## config.mk

```make
export PLATFORM = sky130hd
export DESIGN_NAME = serial_adder
export DESIGN_NICKNAME = d
export VERILOG_FILES = /design/src/rtl/serial_adder_pkg.sv /design/src/rtl/full_adder.sv /design/src/rtl/half_adder.sv /design/src/rtl/serial_adder.sv
export SDC_FILE = /design/constraint.sdc
export NUM_CORES = 1
export LEC_CHECK = 0
export BUFFER_PORTS_ARGS = -buffer_cell sky130_fd_sc_hd__buf_2
export CORE_ASPECT_RATIO = 1.1
export CORE_MARGIN = 3
export CORE_UTILIZATION = 47
export CTS_CLUSTER_SIZE = 25
export DETAILED_ROUTE_END_ITERATION = 10
export PLACE_DENSITY = 0.71
export RECOVER_POWER = 50
export SYNTH_ARGS = -nofsm -noshare
export SYNTH_HDL_FRONTEND = slang
export SYNTH_SLANG_ARGS = --single-unit
```

## constraint.sdc

```tcl
create_clock -name clk -period 1.2 [get_ports clk]
set_clock_uncertainty 0.05 [all_clocks]
set_input_delay 0.24 -clock clk [delete_from_list [all_inputs] [get_ports clk]]
set_output_delay 0.24 -clock clk [all_outputs]
set_load 0.005 [all_outputs]
```

## src/rtl/serial_adder_pkg.sv

```systemverilog
// Shared types and limits for the bit-serial adder.
// The optional overflow flag is enabled by defining SERIAL_ADDER_OVF_EN when building serial_adder.
package serial_adder_pkg;

    // Legal range for the serial_adder WIDTH parameter.
    localparam int MIN_WIDTH = 2;
    localparam int MAX_WIDTH = 32;

    // 2'd3 is unused and is treated as IDLE by the controller.
    typedef enum logic [1:0] {
        IDLE = 2'd0,
        RUN  = 2'd1,
        DONE = 2'd2
    } state_e;

endpackage

```

## src/rtl/full_adder.sv

```systemverilog
// Combinational one-bit full adder built from two half adders.
module full_adder (
    input  logic a,
    input  logic b,
    input  logic cin,
    output logic sum,
    output logic carry
);

    logic partSum;
    logic partCarry;
    logic finalCarry;

    half_adder u_haLow (
        .a     (a),
        .b     (b),
        .sum   (partSum),
        .carry (partCarry)
    );

    half_adder u_haHigh (
        .a     (partSum),
        .b     (cin),
        .sum   (sum),
        .carry (finalCarry)
    );

    // The two half-adder carries can never both be set, so OR is the majority.
    assign carry = partCarry | finalCarry;

endmodule

```

## src/rtl/half_adder.sv

```systemverilog
// One-bit half adder; two of these plus an OR gate form the full-adder cell.
module half_adder (
    input  logic a,
    input  logic b,
    output logic sum,
    output logic carry
);

    assign sum   = a ^ b;
    assign carry = a & b;

endmodule

```

## src/rtl/serial_adder.sv

```systemverilog
// LSB-first bit-serial adder: one full-adder cell, one result per WIDTH+1 cycles.
// Define SERIAL_ADDER_OVF_EN to add the registered two's-complement overflow output ovf.
module serial_adder
    import serial_adder_pkg::*;
#(
    parameter int WIDTH = 8
) (
    input  logic             clk,
    input  logic             rst_n,
    input  logic             start,
    input  logic [WIDTH-1:0] a,
    input  logic [WIDTH-1:0] b,
    input  logic             cin,
    output logic             busy,
    output logic             done,
    output logic [WIDTH-1:0] sum,
    output logic             cout
`ifdef SERIAL_ADDER_OVF_EN
    ,
    output logic             ovf
`endif
);

    localparam int               CNT_W    = $clog2(WIDTH);
    localparam logic [CNT_W-1:0] LAST_BIT = CNT_W'(WIDTH - 1);

    if (WIDTH < MIN_WIDTH || WIDTH > MAX_WIDTH) begin : g_badWidth
        $error("serial_adder: WIDTH must lie between MIN_WIDTH and MAX_WIDTH");
    end

    state_e           state_q,  state_d;
    logic [WIDTH-1:0] opA_q,    opA_d;
    logic [WIDTH-1:0] opB_q,    opB_d;
    logic             carry_q,  carry_d;
    logic [CNT_W-1:0] bitCnt_q, bitCnt_d;
    logic [WIDTH-1:0] sum_q,    sum_d;
    logic             cout_q,   cout_d;
`ifdef SERIAL_ADDER_OVF_EN
    logic             ovf_q,    ovf_d;
`endif

    logic faSum;
    logic faCarry;

    full_adder u_fullAdder (
        .a     (opA_q[0]),
        .b     (opB_q[0]),
        .cin   (carry_q),
        .sum   (faSum),
        .carry (faCarry)
    );

    // Next-state logic; the operand load is shared by IDLE and DONE so a
    // start seen in DONE begins the next add with no idle bubble.
    always_comb begin
        state_d  = state_q;
        opA_d    = opA_q;
        opB_d    = opB_q;
        carry_d  = carry_q;
        bitCnt_d = bitCnt_q;
        sum_d    = sum_q;
        cout_d   = cout_q;
`ifdef SERIAL_ADDER_OVF_EN
        ovf_d    = ovf_q;
`endif
        case (state_q)
            RUN: begin
                sum_d    = {faSum, sum_q[WIDTH-1:1]};
                opA_d    = opA_q >> 1;
                opB_d    = opB_q >> 1;
                carry_d  = faCarry;
                bitCnt_d = bitCnt_q + 1'b1;
                if (bitCnt_q == LAST_BIT) begin
                    cout_d  = faCarry;
`ifdef SERIAL_ADDER_OVF_EN
                    // carry_q is the carry into the MSB on this final edge.
                    ovf_d   = carry_q ^ faCarry;
`endif
                    state_d = DONE;
                end
            end
            default: begin
                state_d = IDLE;
                if (start) begin
                    opA_d    = a;
                    opB_d    = b;
                    carry_d  = cin;
                    bitCnt_d = '0;
                    state_d  = RUN;
                end
            end
        endcase
    end

    always_ff @(posedge clk or negedge rst_n) begin
        if (!rst_n) begin
            state_q  <= IDLE;
            opA_q    <= '0;
            opB_q    <= '0;
            carry_q  <= 1'b0;
            bitCnt_q <= '0;
            sum_q    <= '0;
            cout_q   <= 1'b0;
`ifdef SERIAL_ADDER_OVF_EN
            ovf_q    <= 1'b0;
`endif
        end else begin
            state_q  <= state_d;
            opA_q    <= opA_d;
            opB_q    <= opB_d;
            carry_q  <= carry_d;
            bitCnt_q <= bitCnt_d;
            sum_q    <= sum_d;
            cout_q   <= cout_d;
`ifdef SERIAL_ADDER_OVF_EN
            ovf_q    <= ovf_d;
`endif
        end
    end

    assign busy = (state_q == RUN);
    assign done = (state_q == DONE);
    assign sum  = sum_q;
    assign cout = cout_q;
`ifdef SERIAL_ADDER_OVF_EN
    assign ovf  = ovf_q;
`endif

endmodule
```

==> flow_metrics.env <==
export IMPL_ant_nets=0
export IMPL_avgRoutedWirePerCell_um=14.4
export IMPL_slew_limit_headroom_pct=54.2
export IMPL_cts_htree_levels=2
export IMPL_clock_latency_ns=0.33
export IMPL_finalSetupTns_ns=-2.26
export IMPL_drive_above_1_share_pct=54.3
export IMPL_overflow=0
export IMPL_rsz0062_at_grt="yes"
export IMPL_peakVddDrop_uv=1900
export IMPL_dieArea_um2=3580
export IMPL_portBuffers=30
export IMPL_place_hpwl_um=1840
export IMPL_startpoint_type="register"
export IMPL_drc=0
export IMPL_cts_buffers=5
export IMPL_leakagePower_uw=0.000993
export IMPL_fp_row_count=19
export IMPL_worstPathArrival_ns=1.08
export IMPL_fmax_mhz=730
export IMPL_num_vias=973
export IMPL_postSynthAreaPerCell_um2=12.3
export IMPL_fin_hold_ws_ns=0.121
export IMPL_core_um2=2640
export IMPL_routabilityCongestion=0.659
export IMPL_multi_input_area_um2=627
export IMPL_layout_nets=186
export IMPL_yosys_area_share_adder_pct=3.30
export IMPL_fin_ws_ns=-0.171
export IMPL_seqCellArea_um2=776
export IMPL_synth_compound_area_share_pct=6.24
export IMPL_crit_type="register to primary output"
export IMPL_tightest_slew_ns=0.686
export IMPL_num_antenna_cells=0
export IMPL_hold_viol=0
export IMPL_dr_first_iter_drc_count=16
export IMPL_firstDrtPassIters=6
export IMPL_drv_cap=0
export IMPL_synth_top_family_by_area="multiplexers"
export IMPL_finalPower_uw=5300
export IMPL_hp_class="input port to register"
export IMPL_violations="negative setup slack"
export IMPL_powerDensity_nw_per_um2=2730
export IMPL_drt_total_wl_um=2800
export IMPL_r2r_setup_slack_ns=-0.16
export IMPL_syn_instance_count=111
export IMPL_worst_endpoint_required_ns=0.91
export IMPL_io_pins=31
export IMPL_cts_sinks=31
export IMPL_synthMuxAreaShare_pct=21.3
export IMPL_grt_util_all_layers_pct=16.3
export IMPL_synth_nets=134
export IMPL_final_setup_viol_count=27
export IMPL_synth_cell_types=17
export IMPL_initial_core_util_pct=51.7
export IMPL_die_h_um=62.5
export IMPL_synthesis_area_um2=1360
export IMPL_synth_xor_area_share_pct=0
export IMPL_antenna_found_initial=0
export IMPL_status="finished, violations left"
export IMPL_fin_crit_ns=1.37
export IMPL_die_width_um=57.4
export IMPL_ys_seq_elements=31
export IMPL_ys_seq_area_share_pct=56.9
export IMPL_synth_area_top_cells="dfrtp_1 (57%), mux2i_1 (12%), mux2_2 (6.6%)"
export IMPL_grt_max_degree=32
export IMPL_clk_pin_slew_ns=0.10
export IMPL_grt_pass1_vias=1016
export IMPL_fin_crit_sh_pct=114
export IMPL_yosysTopAreaCell="dfrtp_1"
export IMPL_ys_warn_count=0
export IMPL_fill_cells=188
export IMPL_endpoint_kind="primary output"
export IMPL_synth_simple_gate_area_share_pct=8.72
export IMPL_cts_root_buf="clkbuf_4"
export IMPL_yosys_area_top_type_share_pct=56.9
export IMPL_cts_buffer_depth=2
export IMPL_syn_to_final_growth_pct=42.7
export IMPL_cp_max_fo=2
export IMPL_grt_pass1_wl_um=4510
export IMPL_drv_slew=0
export IMPL_cts_tree="yes"
export IMPL_via_per_inst=4.99
[state kept, by name, summed over array words and instances, names as in the netlist]
register	cells
opA_q	8
sum	8
carry_q	1
bitCnt_q	3
opB_q	8
cout	1
state_q	2
[synthesized netlist by cell type]
library cell,n
buf_6,2
buf_2,3
dfrtp_1,31
and2_1,1
and2b_1,1
buf_4,1
mux2_2,8
clkbuf_1,1
fa_1,1
nand2_1,17
nor2b_4,1
nor2_1,4
o21ai_0,17
mux2_4,2
ha_1,2
nand2b_1,2
mux2i_1,17
[placed cells by master, fill, tap and decap left out, types with 2 or more instances in the layout]
| master | netlist | routed |
|---|---|---|
| nand2_2 | 0 | 5 |
| buf_4 | 1 | 8 |
| o21ai_0 | 17 | 5 |
| o21ai_1 | 0 | 7 |
| dfrtp_1 | 31 | 31 |
| buf_12 | 0 | 3 |
| buf_2 | 3 | 30 |
| mux2_2 | 8 | 7 |
| nor2_2 | 0 | 2 |
| nand2_1 | 17 | 9 |
| o21ai_2 | 0 | 5 |
| buf_8 | 0 | 3 |
| clkbuf_4 | 0 | 5 |
| buf_6 | 2 | 6 |
| mux2i_1 | 17 | 17 |
| mux2_4 | 2 | 3 |
| nand2_4 | 0 | 3 |
| nand2b_1 | 2 | 2 |
[critical path: stages (launching register included)]
cell and delay, ns:
dfrtp_1 0.42, nor2b_4 0.14, buf_6 0.11, buf_6 0.08
[power by group]
group	total [uW]	internal, uW	switching, uW
clock	859	492	367
sequential	1820	1520	308
combinational	2620	1560	1060
[layout make-up]
cell class	instances	share of cell area [%]
flip-flops and latches	31	39.9
well taps	31	1.99
clock buffers	6	2.64
multi-input cells	73	32.2
clock inverters	2	1.80
repair buffers	52	21.5
[cell families (layout without fill, tap and decap cells)]
logic type,Yosys count,after routing
multiplexers,27,27
buffers and inverters,7,60
AO/OA/AOI/OAI,17,17
AND/OR/NAND/NOR,26,26
adder cells (fa/ha/maj),3,3
flip-flops,31,31
[per-layer routing]
| layer | GRT usage (%) | up-vias | share of wire, % |
|---|---|---|---|
| met3 | 4.55 | 4 | 4.6 |
| met4 | 7.83 | 0 | 1.9 |
| met2 | 26.8 | 23 | 51 |
| met5 | 0 | - | 0 |
| met1 | 19.3 | 462 | 42 |
| li1 | - | 484 | - |
[worst paths after layout]
path / startpoint / end / depth (start not counted)
min reg2reg: opB_q[5] / opB_q[4] / 2
max reg2reg: state_q[1] / bitCnt_q[0] / 6
min in group asynchronous: rst_n / carry_q / 3
max: state_q[1] / busy / 3
max in group asynchronous: rst_n / opA_q[4] / 3
min: a[7] / opA_q[7] / 3
[metrics by stage]
stage / utilization [%] / instances / cell area (um2) / setup WS [ns]
2_1_floorplan: - / 111 / 1370 / -0.0626
3_3_place_gp: 62.3 / 178 / 1640 / -0.0692
3_5_place_dp: 62.3 / 178 / 1640 / -0.0881
4_1_cts: 67.4 / 189 / 1780 / -0.170
5_1_grt: 73.7 / 195 / 1950 / -0.232
6_report: 73.7 / 195 / 1950 / -0.171
[timing repair]
item	4_1_cts	5_1_grt
hold endpoints to repair	31	0
endpoints found under the setup margin	11	36
pin swaps	1	7
buffers inserted	2	4
hold buffers	1	0
cloned	0	2
resized for setup	6	42
(Power assumes the default switching activity.)
